$ cat src/rtl/uart_pkg.sv
// Shared UART definitions: FSM state encoding and payload width.
// Latency: n/a (types and constants only).
// Backpressure: n/a. Imported by the receiver and reusable by a transmitter.
package uart_pkg;

    localparam int DATA_BITS = 8;

    typedef enum logic [2:0] {
        ST_IDLE  = 3'd0,
        ST_START = 3'd1,
        ST_DATA  = 3'd2,
        ST_STOP  = 3'd3,
        ST_BREAK = 3'd4
    } uart_state_t;

endpackage

$ cat src/rtl/uart_sync2.sv
// Two-flop synchronizer for the asynchronous serial line; resets to idle-high.
// Latency: 2 clk cycles from d to q.
// Backpressure: none.
// Ports: clk, rst (async active-low), d (async input), q (synchronized output).
module uart_sync2 (
    input  logic clk,
    input  logic rst,
    input  logic d,
    output logic q
);

    logic meta;

    always_ff @(posedge clk or negedge rst) begin
        if (!rst) begin
            meta <= 1'b1;
            q    <= 1'b1;
        end else begin
            meta <= d;
            q    <= meta;
        end
    end

endmodule

$ cat src/rtl/uart_rx.sv
// UART receiver: 8N1 frames, mid-bit sampling, single-entry holding register.
// Latency: byte appears on data_out/valid the cycle after the stop-bit sample.
// Backpressure: valid/ready; a completed byte arriving while the holding register is full and not being consumed is dropped with an overrun pulse.
// Ports: clk, rst (async active-low), in (serial line), data_out/valid/ready (byte handoff),
//        frame_err (pulse, stop bit low), overrun (pulse, byte dropped), busy (not idle).
module uart_rx
    import uart_pkg::*;
#(
    parameter int CLKS_PER_BIT = 16,
    parameter int DATA_BITS    = uart_pkg::DATA_BITS
) (
    input  logic                 clk,
    input  logic                 rst,
    input  logic                 in,
    output logic [DATA_BITS-1:0] data_out,
    output logic                 valid,
    input  logic                 ready,
    output logic                 frame_err,
    output logic                 overrun,
    output logic                 busy
);

    localparam int TW = (CLKS_PER_BIT > 1) ? $clog2(CLKS_PER_BIT) : 1;
    localparam int BW = (DATA_BITS > 1) ? $clog2(DATA_BITS) : 1;

    // Tick counter counts down to zero; a sample is taken on the zero cycle.
    localparam logic [TW-1:0] HALF_LAST = TW'(CLKS_PER_BIT / 2 - 1);
    localparam logic [TW-1:0] BIT_LAST  = TW'(CLKS_PER_BIT - 1);
    localparam logic [BW-1:0] LAST_DATA = BW'(DATA_BITS - 1);

    logic                 rxs;
    uart_state_t          state;
    uart_state_t          state_nxt;
    logic [TW-1:0]        tick;
    logic [BW-1:0]        bit_cnt;
    logic [DATA_BITS-1:0] shreg;
    logic                 tick_zero;
    logic                 sample_data;
    logic                 byte_done;
    logic                 stop_err;

    uart_sync2 u_sync (
        .clk (clk),
        .rst (rst),
        .d   (in),
        .q   (rxs)
    );

    assign tick_zero = (tick == '0);

    // State register
    always_ff @(posedge clk or negedge rst) begin
        if (!rst) begin
            state <= ST_IDLE;
        end else begin
            state <= state_nxt;
        end
    end

    // Next-state logic
    always_comb begin
        state_nxt = state;
        case (state)
            ST_IDLE:  if (!rxs) state_nxt = ST_START;
            // A start bit that is high again at mid-bit was a glitch.
            ST_START: if (tick_zero) state_nxt = rxs ? ST_IDLE : ST_DATA;
            ST_DATA:  if (tick_zero && (bit_cnt == LAST_DATA)) state_nxt = ST_STOP;
            // Going straight back to IDLE lets a start bit immediately after the stop bit be caught.
            ST_STOP:  if (tick_zero) state_nxt = rxs ? ST_IDLE : ST_BREAK;
            // Line must go high before a new start edge is trusted.
            ST_BREAK: if (rxs) state_nxt = ST_IDLE;
            default:  state_nxt = ST_IDLE;
        endcase
    end

    // Output / strobe logic
    always_comb begin
        busy        = 1'b0;
        sample_data = 1'b0;
        byte_done   = 1'b0;
        stop_err    = 1'b0;
        busy        = (state != ST_IDLE);
        sample_data = (state == ST_DATA) && tick_zero;
        byte_done   = (state == ST_STOP) && tick_zero && rxs;
        stop_err    = (state == ST_STOP) && tick_zero && !rxs;
    end

    // Bit timing and shift register
    always_ff @(posedge clk or negedge rst) begin
        if (!rst) begin
            tick    <= '0;
            bit_cnt <= '0;
            shreg   <= '0;
        end else begin
            case (state)
                ST_IDLE: begin
                    bit_cnt <= '0;
                    // Half a bit period lands the start-bit sample mid-bit.
                    tick    <= rxs ? '0 : HALF_LAST;
                end
                ST_START, ST_STOP: begin
                    tick <= tick_zero ? BIT_LAST : tick - TW'(1);
                end
                ST_DATA: begin
                    tick <= tick_zero ? BIT_LAST : tick - TW'(1);
                    if (sample_data) begin
                        shreg[bit_cnt] <= rxs;
                        bit_cnt        <= bit_cnt + BW'(1);
                    end
                end
                default: begin
                    tick <= '0;
                end
            endcase
        end
    end

    // Holding register and status pulses
    always_ff @(posedge clk or negedge rst) begin
        if (!rst) begin
            data_out  <= '0;
            valid     <= 1'b0;
            frame_err <= 1'b0;
            overrun   <= 1'b0;
        end else begin
            frame_err <= stop_err;
            overrun   <= byte_done && valid && !ready;
            // A byte finishing on the same cycle the old one is taken replaces it seamlessly.
            if (byte_done && (!valid || ready)) begin
                data_out <= shreg;
                valid    <= 1'b1;
            end else if (valid && ready) begin
                valid <= 1'b0;
            end
        end
    end

endmodule

$ cat config.mk
export PLATFORM = sky130hd
export DESIGN_NAME = uart_rx
export DESIGN_NICKNAME = d
export VERILOG_FILES = /design/src/rtl/uart_pkg.sv /design/src/rtl/uart_sync2.sv /design/src/rtl/uart_rx.sv
export SDC_FILE = /design/constraint.sdc
export NUM_CORES = 1
export LEC_CHECK = 0
export CORE_ASPECT_RATIO = 1.4
export CORE_UTILIZATION = 55
export DETAILED_ROUTE_END_ITERATION = 12
export PLACE_DENSITY = 0.78
export SYNTH_ARGS = -nofsm -noshare
export SYNTH_HDL_FRONTEND = slang
export SYNTH_SLANG_ARGS = --single-unit
$ cat constraint.sdc
create_clock -name clk -period 3.2 [get_ports clk]
set_input_delay 0.48 -clock clk [delete_from_list [all_inputs] [get_ports clk]]
set_output_delay 0.48 -clock clk [all_outputs]
set_load 0.1 [all_outputs]
==> results of run 1 <==
==> cell families after synthesis <==
group / Yosys count
flip-flops: 31
AND/OR/NAND/NOR: 33
adder cells (fa/ha/maj): 3
buffers and inverters: 10
multiplexers: 17
AO/OA/AOI/OAI: 13
XOR/XNOR: 1
==> worst paths after layout <==
check                                          end  slack, ns  cells after the start
hold reg to reg                 u_sync.q$_DFF_PN1_       0.36                      0
max in group asynchronous   bit_cnt[1]$_DFFE_PN0P_       1.95                      2
hold / removal                  u_sync.q$_DFF_PN1_       0.36                      0
setup / recovery                              busy       0.56                      2
min in group asynchronous        overrun$_DFF_PN0_       0.55                      1
setup reg to reg           data_out[3]$_DFFE_PN0P_       1.35                      5
==> layer usage <==
layer	vias up	GRT usage [%]	share of wire (%)
li1	421	-	-
met1	449	23.4	45
met2	19	34.0	50
met3	5	6.94	3.8
met4	0	12.1	1.3
met5	-	0	0
==> registers in the layout (all words and copies together), names as in the netlist <==
signal,flops
frame_err,1
valid,1
u_sync.meta,1
u_sync.q,1
state,3
shreg,8
overrun,1
bit_cnt,3
data_out,8
tick,4
==> power groups by stage <==
stage,Sequential [mW],Combinational (mW),Clock (mW)
finish,0.519,0.293,0.257
CTS,0.519,0.296,0.268
floorplan,0.528,0.225,0
detailed placement,0.527,0.294,0
global placement,0.521,0.286,0
global route,0.529,0.324,0.283
==> placed cells by master (no fill, tap or decap), types with 2 or more instances in the layout <==
| master | n |
|---|---|
| clkdlybuf4s50_1 | 10 |
| dfstp_2 | 2 |
| clkbuf_4 | 5 |
| mux2_4 | 9 |
| dfrtp_1 | 29 |
| a21oi_1 | 4 |
| clkbuf_8 | 2 |
| inv_1 | 5 |
| ha_1 | 3 |
| nand4_1 | 3 |
| nor3_1 | 2 |
| nand2_1 | 3 |
| mux2_2 | 7 |
| nor2_1 | 7 |
| buf_4 | 6 |
| a32o_1 | 2 |
| nor2b_1 | 2 |
| nand3_1 | 4 |
==> through the flow <==
step | total power, mW | hold slack, ns | setup WS [ns] | area [um2]
after floorplan | 0.753 | 0.184 | 1.21 | 1410
after global placement | 0.807 | 0.347 | 0.961 | 1560
after detailed placement | 0.821 | 0.354 | 0.939 | 1560
after CTS | 1.08 | 0.368 | 0.555 | 1630
after global routing | 1.14 | 0.372 | 0.513 | 1630
final | 1.07 | 0.365 | 0.561 | 1630
==> cell type report <==
type                            instances  area (um2)
Tap cell                               34        42.5
Clock buffer                            8        68.8
Timing Repair Buffer                   16         145
Fill cell                             176         788
Inverter                                5        18.8
Sequential cell                        31         778
Multi-Input combinational cell         67         576
==> metrics, run 1 <==
status finished, final reports clean; total track usage 20.7%; Critical Path, Cell by Cell or3_1 > clkdlybuf4s50_1; Leak 0.775 nW; critical path's top delay family buffers and inverters; Final HPWL DP around 1.7 mm; Inserted Diodes 0; post-synthesis sequential area ratio 55.1%; WP data required between 2 and 3 ns; cts bufs inserted 5; kind of critical path reg -> out; Mapped Cells 108; total congestion overflow 0; total routed wirelength 2.44 mm; Sw Share 35.1%; Synth top cells by count dfrtp_1, mux2_4, mux2_2, nor2_1, inv_1; top post-synthesis cells by area dfrtp_1, mux2_4, mux2_2; Max stage delay on crit path between 0.9 and 1 ns; Initial DRC Count 16; CP bufs+invs 1; die extent in x 44.8 um; drt wl/cell roughly 15 um; post-layout util 67.4%; Max IR drop VDD approximately 390 uV; Hold Path Class reg -> reg; CP Capture Type output pin; synthesized flop and latch total 31; DR vias between 800 and 900; post-synth top area share 51.4%; # nets final 133; Synth Area in Compound Gates ~6.6%; max_slew headroom 35.4%; global-route wire length before repair between 3 and 4 mm; Sw Pwr 0.376 mW; Slew Limit Fails 0; Final TNS setup 0 ns; initial antenna violation count 0; Core Box Area around 2400 um2; Reg-to-Reg Start tick[0]$_DFF_PN0_; count of cells resized by post-cts repair 0; PD cells around 660 nW/um2; Seq pwr share 48.6%; clock skew around 0.011 ns; post-synth cell types 40; Setup crit start state[1]$_DFFE_PN0P_; Vias/cell 5.55; cell chosen for the clock root clkbuf_4; ANT nets after route 0; max_cap viols 0; fin cells 161; DP Cell Count 153; synthesized area per cell 13.1 um2; Comb power frac a little over a quarter; Critical Path AT 2.16 ns; Post-synth EDFFs 0; Port-buffer cells 15; Clock Sink Count 31; Setup violations, final 0; hold path startpoint u_sync.meta$_DFF_PN1_; DRT Pass-1 Iters 4; most frequent cell after synthesis dfrtp_1; Yosys top cell by area dfrtp_1; Post-Synth XOR/XNOR Area 0.620%; Ports 16; CP startpoint kind flip-flop; setup bufs post-CTS 0; worst slew pin tran 0.966 ns; minimum clock period roughly 2.6 ns; Die ar. 2780 um2; CP max-delay cell clkdlybuf4s50_1; mux cell area share after synthesis between 10% and 20%; syn_nets 115; hold-fix buffer count after cts 0; Area growth syn-to-layout 15.3%; simple-gate portion of the synthesized area 15.1%; H-tree level count 2; P_int 0.694 mW; clock power share 24.0%; CTS Buffer Depth 2; Synth Flop Type dfrtp_1; endpoints failing hold 0; Synth Cell Area 1410 um2; Final Cycle Share 82.5%; RSZ-0062 raised after global routing false; FMAX between 300 and 400 MHz; largest net degree at the start of global routing 18; CTS tree yes; Async SR Flop Fraction between 90% and 100%; Skew-Pair Late Insertion Delay 0.33 ns; Reg clk slew, reported paths 0.10 ns; site row count 21; Initial Utilization a little under 60%; DRC viols 0; Yosys Warn Count 0; largest family of logic cells by synthesized area multiplexers; number of global-route vias before repair 891; worst-path maximum fanout 8; GPL Wtd Cong between 0.8 and 0.9; layout cells sized above 1 29.9%; post-synthesis adder-cell area fraction 2.66%; die height slightly above 60 um
Power figures use the tool's default switching activity.
==> run 2: changes to the inputs <==
--- a/config.mk
+++ b/config.mk
@@ -6,9 +6,9 @@
 export NUM_CORES = 1
 export LEC_CHECK = 0
 export CORE_ASPECT_RATIO = 1.4
-export CORE_UTILIZATION = 55
+export CORE_UTILIZATION = 54
 export DETAILED_ROUTE_END_ITERATION = 12
-export PLACE_DENSITY = 0.78
+export PLACE_DENSITY = 0.77
 export SYNTH_ARGS = -nofsm -noshare
 export SYNTH_HDL_FRONTEND = slang
 export SYNTH_SLANG_ARGS = --single-unit
==> constraint.sdc (replaced) <==
create_clock -name clk -period 2.7 [get_ports clk]
set_input_delay 0.405 -clock clk [delete_from_list [all_inputs] [get_ports clk]]
set_output_delay 0.405 -clock clk [all_outputs]
set_load 0.1 [all_outputs]
==> metrics, run 2 (synthesis results as in run 1) <==
status finished, final reports clean; Core Box Area 2440 um2 (+1.1%); endpoints failing hold 0 (unchanged); worst slew pin tran 0.455 ns (-0.512 ns); minimum clock period 1.86 ns; Seq pwr share 49.1% (+0.5 points); Max IR drop VDD 467 uV (+18%); drt wl/cell 16.0 um (+5.9%); Hold Path Class reg -> reg; die extent in x 45.2 um (+0.88%); Setup violations, final 0 (unchanged); Skew-Pair Late Insertion Delay 0.33 ns (about the same); die height 62.5 um (+0.89%); total routed wirelength 2.58 mm (+5.9%); hold-fix buffer count after cts 0 (unchanged); max_slew headroom 69.6% (+34 points); DRT Pass-1 Iters 4 (unchanged); # nets final 133 (unchanged); CTS tree yes; count of cells resized by post-cts repair 0 (unchanged); total congestion overflow 0 (unchanged); Sw Share 35.3% (+0.20 points); Post-DP Area 1540 um2 (-1.1%); cts bufs inserted 5 (unchanged); Final Cycle Share 68.9%; Place WS 0.863 ns (-0.0752 ns); Filler cells 207 (+18%); clock skew 0.0102 ns (-0.000451 ns); DR vias 895 (+0.11%); commonest non-fill, non-tap cell in the layout dfrtp_1; Port-buffer cells 15 (unchanged); CP Capture Type flip-flop; Die ar. 2830 um2 (+1.8%); Final TNS setup 0 ns (unchanged); worst-path maximum fanout 14 (+6); Slew Limit Fails 0 (unchanged); Vias/cell 5.56 (+0.11%); initial antenna violation count 0 (unchanged); Final Total Pwr 1.27 mW (+19%); Clock Sink Count 31 (unchanged); layout cells sized above 1 35.4% (+5.5 points); PD cells 787 nW/um2 (+20%); site row count 21 (unchanged); M2 GR Usage 36.6% (+2.6 points); largest net degree at the start of global routing 32 (+14); total track usage 23.1% (+2.4 points); GPL Wtd Cong 0.844 (-0.89%); P_int 0.820 mW (+18%); Area growth syn-to-layout 14.1%; number of global-route vias before repair 897 (+0.67%); H-tree level count 2 (unchanged); Worst Slack Setup Final 0.840 ns (+0.279 ns); busiest layer in global routing met2; global-route wire length before repair 4.43 mm (+14%); Initial DRC Count 19 (+3); met1 usage 26.4% (+3.0 points); WP data required 2.91 ns (+0.19 ns); Ports 16 (unchanged); kind of critical path reg -> reg; setup bufs post-CTS 0 (unchanged); Final HPWL DP 1.80 mm (+4.7%); clock power share 23.8% (-0.2 points); Reg clk slew, reported paths 0.09 ns (about the same); max_cap viols 0 (unchanged); ANT nets after route 0 (unchanged); most frequent cells in the layout dfrtp_1, buf_4, mux2_4; DRC viols 0 (unchanged); Critical Path AT 2.07 ns (-0.09 ns); FMAX ~540 MHz; RSZ-0062 raised after global routing false; cell chosen for the clock root clkbuf_4; Leak 0.787 nW (+1.6%); fin area 1610 um2 (-1.1%); Sw Pwr 0.448 mW (+19%); Inserted Diodes 0 (unchanged); GR Layer Usage met3 7.80% (+0.87 points); CP startpoint kind flip-flop; Comb power frac 27.1% (-0.3 points); leading registers by flop count data_out (8), shreg (8), tick (4); CTS Buffer Depth 2 (unchanged); Initial Utilization 57.8% (-0.63 points)
[run 2: cell count changes in the layout (fill, tap and decap cells not counted), sizes merged]
cell,delta
buf,+7
clkdlybuf4s50,-7
[run 2: worst paths after layout]
path / start / to / slack (ns) / cells after the start
min reg2reg: u_sync.meta$_DFF_PN1_ / u_sync.q$_DFF_PN1_ / 0.35 / 0
max in group asynchronous: rst / u_sync.meta$_DFF_PN1_ / 1.93 / 2
max reg2reg: tick[0]$_DFF_PN0_ / data_out[4]$_DFFE_PN0P_ / 0.84 / 5
min in group asynchronous: rst / overrun$_DFF_PN0_ / 0.44 / 2
min: u_sync.meta$_DFF_PN1_ / u_sync.q$_DFF_PN1_ / 0.35 / 0
max: tick[0]$_DFF_PN0_ / data_out[4]$_DFFE_PN0P_ / 0.84 / 5
[run 2: layout make-up]
class	count	area [um2]	share of cell area (%)
Sequential cell	31	778	48.3
Multi-Input combinational cell	67	576	35.7
Timing Repair Buffer	16	128	7.92
Clock buffer	8	68.8	4.27
Tap cell	34	42.5	2.64
Inverter	5	18.8	1.16
[run 2: critical path: stages, from the launching register on]
cell	delay (ns)
dfrtp_1	0.42
inv_1	0.07
ha_1	0.23
and4bb_4	0.37
and3_4	0.33
mux2_4	0.32
[run 2: metrics by stage]
step | hold slack, ns | instances | util [%]
6_report | 0.354 | 161 | 65.9
5_1_grt | 0.363 | 161 | 65.9
4_1_cts | 0.357 | 161 | 65.9
3_5_place_dp | 0.349 | 153 | 63.1
3_3_place_gp | 0.347 | 153 | 63.1
2_1_floorplan | 0.109 | 108 | -
[run 2: power groups by stage]
stage	Sequential, mW	Clock, mW	Combinational, mW
after floorplan	0.626	0	0.267
after CTS	0.624	0.315	0.346
final	0.623	0.302	0.343
after detailed placement	0.632	0	0.343
after global routing	0.635	0.334	0.383
after global placement	0.625	0	0.331
[run 2: metal layers]
metal  wire length, um  vias to the layer above
li1                  -                      421
met1              1020                      448
met2              1420                       20
met3                81                        6
met4                66                        0
met5                 0                        -
==> run 3: changes to the inputs <==
==> constraint.sdc (replaced) <==
create_clock -name clk -period 1.85 [get_ports clk]
set_input_delay 0.2775 -clock clk [delete_from_list [all_inputs] [get_ports clk]]
set_output_delay 0.2775 -clock clk [all_outputs]
set_load 0.1 [all_outputs]
==> metrics, run 3 (synthesis results as in run 1) <==
endpoints failing hold 0 (unchanged); Leak 0.823 nW (+4.5%); CTS Buffer Depth 2 (unchanged); max_slew headroom 70.4% (+0.79 points); CP startpoint kind flip-flop; Clock Sink Count 31 (unchanged); CTS tree yes; clock skew 0.00964 ns (-0.000586 ns); GPL Wtd Cong 0.835 (-1.1%); Reg clk slew, reported paths 0.10 ns (about the same); Area growth syn-to-layout 18.4%; Setup crit end data_out[0]$_DFFE_PN0P_; # nets final 137 (+3.0%); WHS 0.331 ns (-0.0226 ns); Post-DP Area 1580 um2 (+2.4%); drt wl/cell 15.5 um (-3.4%); post-layout util 68.5% (+2.5 points); total routed wirelength 2.56 mm (-0.97%); Inserted Diodes 0 (unchanged); Setup violations, final 0 (unchanged); fin area 1670 um2 (+3.8%); minimum clock period 1.79 ns (-0.0706 ns); cts bufs inserted 5 (unchanged); flop2flop setup slack 0.06 ns (-0.78 ns); Ports 16 (unchanged); Final Cycle Share 96.7% (+28 points); largest net degree at the start of global routing 32 (unchanged); die extent in x 45.2 um (unchanged); worst reg2reg path depth 5 (unchanged); total congestion overflow 0 (unchanged); max_cap viols 0 (unchanged); worst-path maximum fanout 8 (-6); Skew-Pair Late Insertion Delay 0.34 ns (about the same); commonest non-fill, non-tap cell in the layout dfrtp_1; number of global-route vias before repair 942 (+5.0%); status finished, final reports clean; PD cells 1200 nW/um2 (+52%); Setup crit start tick[0]$_DFF_PN0_; Hold Path Class in -> async; layout cells sized above 1 38.9% (+3.5 points); H-tree level count 2 (unchanged); Initial Utilization 57.8% (unchanged); ANT nets after route 0 (unchanged); initial antenna violation count 0 (unchanged); most frequent cells in the layout dfrtp_1, buf_4, mux2_4; global-route wire length before repair 4.45 mm (+0.47%); DRT Pass-1 Iters 4 (unchanged); DRC viols 0 (unchanged); Place WS 0.0743 ns (-0.789 ns); site row count 21 (unchanged); Initial DRC Count 12 (-7); Max IR drop VDD 907 uV (+94%); Slew Limit Fails 0 (unchanged); worst slew pin tran 0.443 ns (-0.0118 ns); Critical Path AT 2.01 ns (-0.06 ns); Reg-to-Reg Start tick[0]$_DFF_PN0_; total track usage 22.2% (-0.89 points); CP Capture Type flip-flop; WP data required 2.07 ns (-0.84 ns); Core Box Area 2440 um2 (unchanged); leading registers by flop count data_out (8), shreg (8), tick (4); Final HPWL DP 1.84 mm (+2.4%); die height 62.5 um (unchanged); DR vias 906 (+1.2%); Worst R2R End data_out[0]$_DFFE_PN0P_; Vias/cell 5.49 (-1.2%); FMAX 559 MHz (+3.9%); Port-buffer cells 15 (unchanged); Worst Slack Setup Final 0.0603 ns (-0.779 ns); cell chosen for the clock root clkbuf_4; kind of critical path reg -> reg; Die ar. 2830 um2 (unchanged)
[run 3: changes by cell type in the layout (fill, tap and decap cells not counted), sizes merged]
cell    before  now
buf         13   17
bufinv       0    1
clkbuf       8    6
clkinv       0    1
[run 3: worst min path at each step]
stage,startpoint,end
after floorplan,rst,bit_cnt[0]$_DFFE_PN0P_
after detailed placement,u_sync.meta$_DFF_PN1_,u_sync.q$_DFF_PN1_
after global routing,in,u_sync.meta$_DFF_PN1_
final,rst,shreg[7]$_DFFE_PN0P_
after global placement,u_sync.meta$_DFF_PN1_,u_sync.q$_DFF_PN1_
after CTS,rst,data_out[3]$_DFFE_PN0P_
[run 3: per-stage QoR]
stage	std cells	TNS [ns]	power, mW
floorplan	108	0	1.30
global placement	156	0	1.43
detailed placement	156	0	1.47
CTS	164	0	2.02
global route	165	-0.00219	2.11
finish	165	0	2.00
[run 3: repair_timing]
action,CTS,global route
hold buffers,0,0
setup endpoints to repair,0,7
setup buffers,0,1
gates resized for setup,0,0
[run 3: area by class of cell]
| cell class | instances | area (um2) |
|---|---|---|
| multi-input combinational | 67 | 576 |
| clock buffer | 6 | 51.3 |
| tap | 34 | 42.5 |
| clock inverter | 2 | 35.0 |
| sequential | 31 | 779 |
| inverter | 5 | 18.8 |
| fill | 188 | 771 |
| timing repair buffer | 20 | 170 |
[run 3: routing by layer]
layer / GRT usage, % / routed length, um / vias to the layer above
li1: - / - / 430
met1: 27.1 / 1020 / 456
met2: 35.0 / 1400 / 15
met3: 7.23 / 79 / 5
met4: 9.47 / 58 / 0
met5: 0 / 0 / -
[run 3: where the power goes]
| group | internal (mW) | switching, mW | total [mW] | leakage, nW |
|---|---|---|---|---|
| registers | 0.777 | 0.130 | 0.907 | 0.409 |
| clock network | 0.319 | 0.230 | 0.549 | 0.0482 |
| logic | 0.230 | 0.315 | 0.546 | 0.366 |
| total | 1.33 | 0.675 | 2.00 | 0.823 |
[run 3: critical path: stages (launching register included)]
cell,delay (ns)
dfrtp_1,0.42
inv_1,0.07
ha_1,0.24
and4bb_4,0.32
and3_4,0.32
mux2_4,0.32
==> variant, RTL diff (flow settings as in run 2) <==
`DATA_BITS`: 8 -> 16.
--- a/src/rtl/uart_pkg.sv
+++ b/src/rtl/uart_pkg.sv
@@ -5,3 +5,3 @@
 
-    localparam int DATA_BITS = 8;
+    localparam int DATA_BITS = 16;
 
Interface: changed (resized data_out); port bits go from 16 to 24. The function was not compared with the original's and may differ.
==> variant against run 2 <==
Area after synthesis is 54% higher. Via count grew 50%. Die area is 52% higher. Sequential cell count up 17. Critical path depth did not move. Largest cell class unchanged. Cell area grew 53%. Synthesized cell count increased by 56%. Sequential share of layout area is 0.57 points higher. Worst setup slack lost 0.12 ns. Power grew 42%. Combinational power is 20% higher. Wire length is 41% higher.
==> variant: results (changes against run 2) <==
Status: finished, final reports clean (unchanged). Biggest regs: data_out (16), shreg (16) (was data_out (8), shreg (8), tick (4)). The clock latency on the worst-skew pair came out at 0.30 ns (was 0.33 ns). The overall track demand over capacity in global routing is 19.1% (was 23.1%).

The weighted congestion reported at the end of routability-driven placement is 0.806 (was 0.844). The number of design-rule violations left by the first detailed-router iteration is 55 (was 19). The pin count of the biggest net entering global routing is 49 (was 32). The critical path arrival is 2.16 ns (was 2.07 ns). The net count of the finished layout came out at 199 (was 133). The worst hold margin was 0.274 ns (was 0.354 ns).

The HPWL after detailed placement came out at 2510 um (was 1800 um). The count of vias placed by the detailed router is 1344 (was 895). The cell chosen for the clock root is sky130_fd_sc_hd__clkbuf_8 (was sky130_fd_sc_hd__clkbuf_4).

The layout cell share with drive strength beyond 1 is 25.1% (was 35.4%). The measured slew at the worst slew-check pin came out at 1.01 ns (was 0.455 ns). The share of synthesized area occupied by flip-flops and latches came out at 55.2% (was 55.1%). The number of buffers added on ports is 23 (was 15). The worst supply voltage drop on vdd came out at 778 uV (was 467 uV). The maximum clock skew at final layout was 0.00905 ns (was 0.0102 ns). The worst min-delay path class is primary input to asynchronous set/reset pin (was flop to flop).

The area fraction in compound gates after synthesis came out at 3.96% (was 6.55%). The largest driver fanout on the critical path came to 16 (was 14). The post-synthesis share of cell area spent on xor and xnor gates came out at 0.402% (was 0.620%). Leading cell types by count after synthesis: sky130_fd_sc_hd__dfrtp_1, sky130_fd_sc_hd__mux2_1, sky130_fd_sc_hd__nand3_1 (was sky130_fd_sc_hd__dfrtp_1, sky130_fd_sc_hd__mux2_4, sky130_fd_sc_hd__mux2_2, sky130_fd_sc_hd__nor2_1, sky130_fd_sc_hd__inv_1).

The final wirelength is 3640 um (was 2580 um).
## variant: changes by cell type after synthesis, sizes merged, moves of 2 or more
| cell | change |
|---|---|
| dfrtp | +17 |
| mux2 | +16 |
| nand3 | +11 |
| clkbuf | +3 |
| nor4b | +3 |
| a21o | +2 |
| buf | +2 |
| ha | +2 |
| nand2 | +2 |
| nand2b | +2 |
| nand4bb | +2 |
| nor4 | +2 |
## variant: cell families after synthesis
group | Yosys count
AO/OA/AOI/OAI | 13
adder cells (fa/ha/maj) | 5
buffers and inverters | 16
XOR/XNOR | 1
multiplexers | 34
AND/OR/NAND/NOR | 52
flip-flops | 48
## variant: path summary, 6_finish.rpt
kind,end,cells past startpoint
max,data_out[14]$_DFFE_PN0P_,5
min,shreg[6]$_DFFE_PN0P_,1
max reg2reg,data_out[14]$_DFFE_PN0P_,5
min reg2reg,u_sync.q$_DFF_PN1_,0
max in group asynchronous,state[1]$_DFFE_PN0P_,1
min in group clk,u_sync.q$_DFF_PN1_,0
## variant: final cells by class
| type | count | area, um^2 |
|---|---|---|
| multi-input combinational | 105 | 893 |
| inverter | 6 | 22.5 |
| clock inverter | 2 | 35.0 |
| timing repair buffer | 24 | 183 |
| clock buffer | 6 | 72.6 |
| sequential | 48 | 1200 |
| fill | 297 | 1420 |
| tap | 43 | 53.8 |
## variant: routing by layer
metal	share of wire, %	wire [um]	track usage [%]
met1	42	1530	23.1
met2	53	1930	32.9
met3	3.4	125	4.55
met4	1.4	50	6.75
met5	0	0	0
## variant: critical path, stage by stage, from the launching register on
cell and delay, ns:
sky130_fd_sc_hd__dfrtp_1 0.41, sky130_fd_sc_hd__inv_1 0.08, sky130_fd_sc_hd__ha_1 0.30, sky130_fd_sc_hd__and4bb_1 0.28, sky130_fd_sc_hd__and4_4 0.43, sky130_fd_sc_hd__mux2_1 0.36
## variant: stage by stage
stage	worst slack (ns)	std cells	cell area [um^2]	utilization, %
CTS	0.712	234	2460	63.4
detailed placement	0.701	226	2360	60.6
floorplan	0.725	169	2180	-
global placement	0.818	226	2360	60.6
finish	0.723	234	2460	63.4
global route	0.612	234	2460	63.4
## variant: power by group
| part | internal (mW) | switching, mW | total (mW) |
|---|---|---|---|
| registers | 0.786 | 0.106 | 0.892 |
| clock network | 0.275 | 0.223 | 0.497 |
| logic | 0.157 | 0.255 | 0.413 |
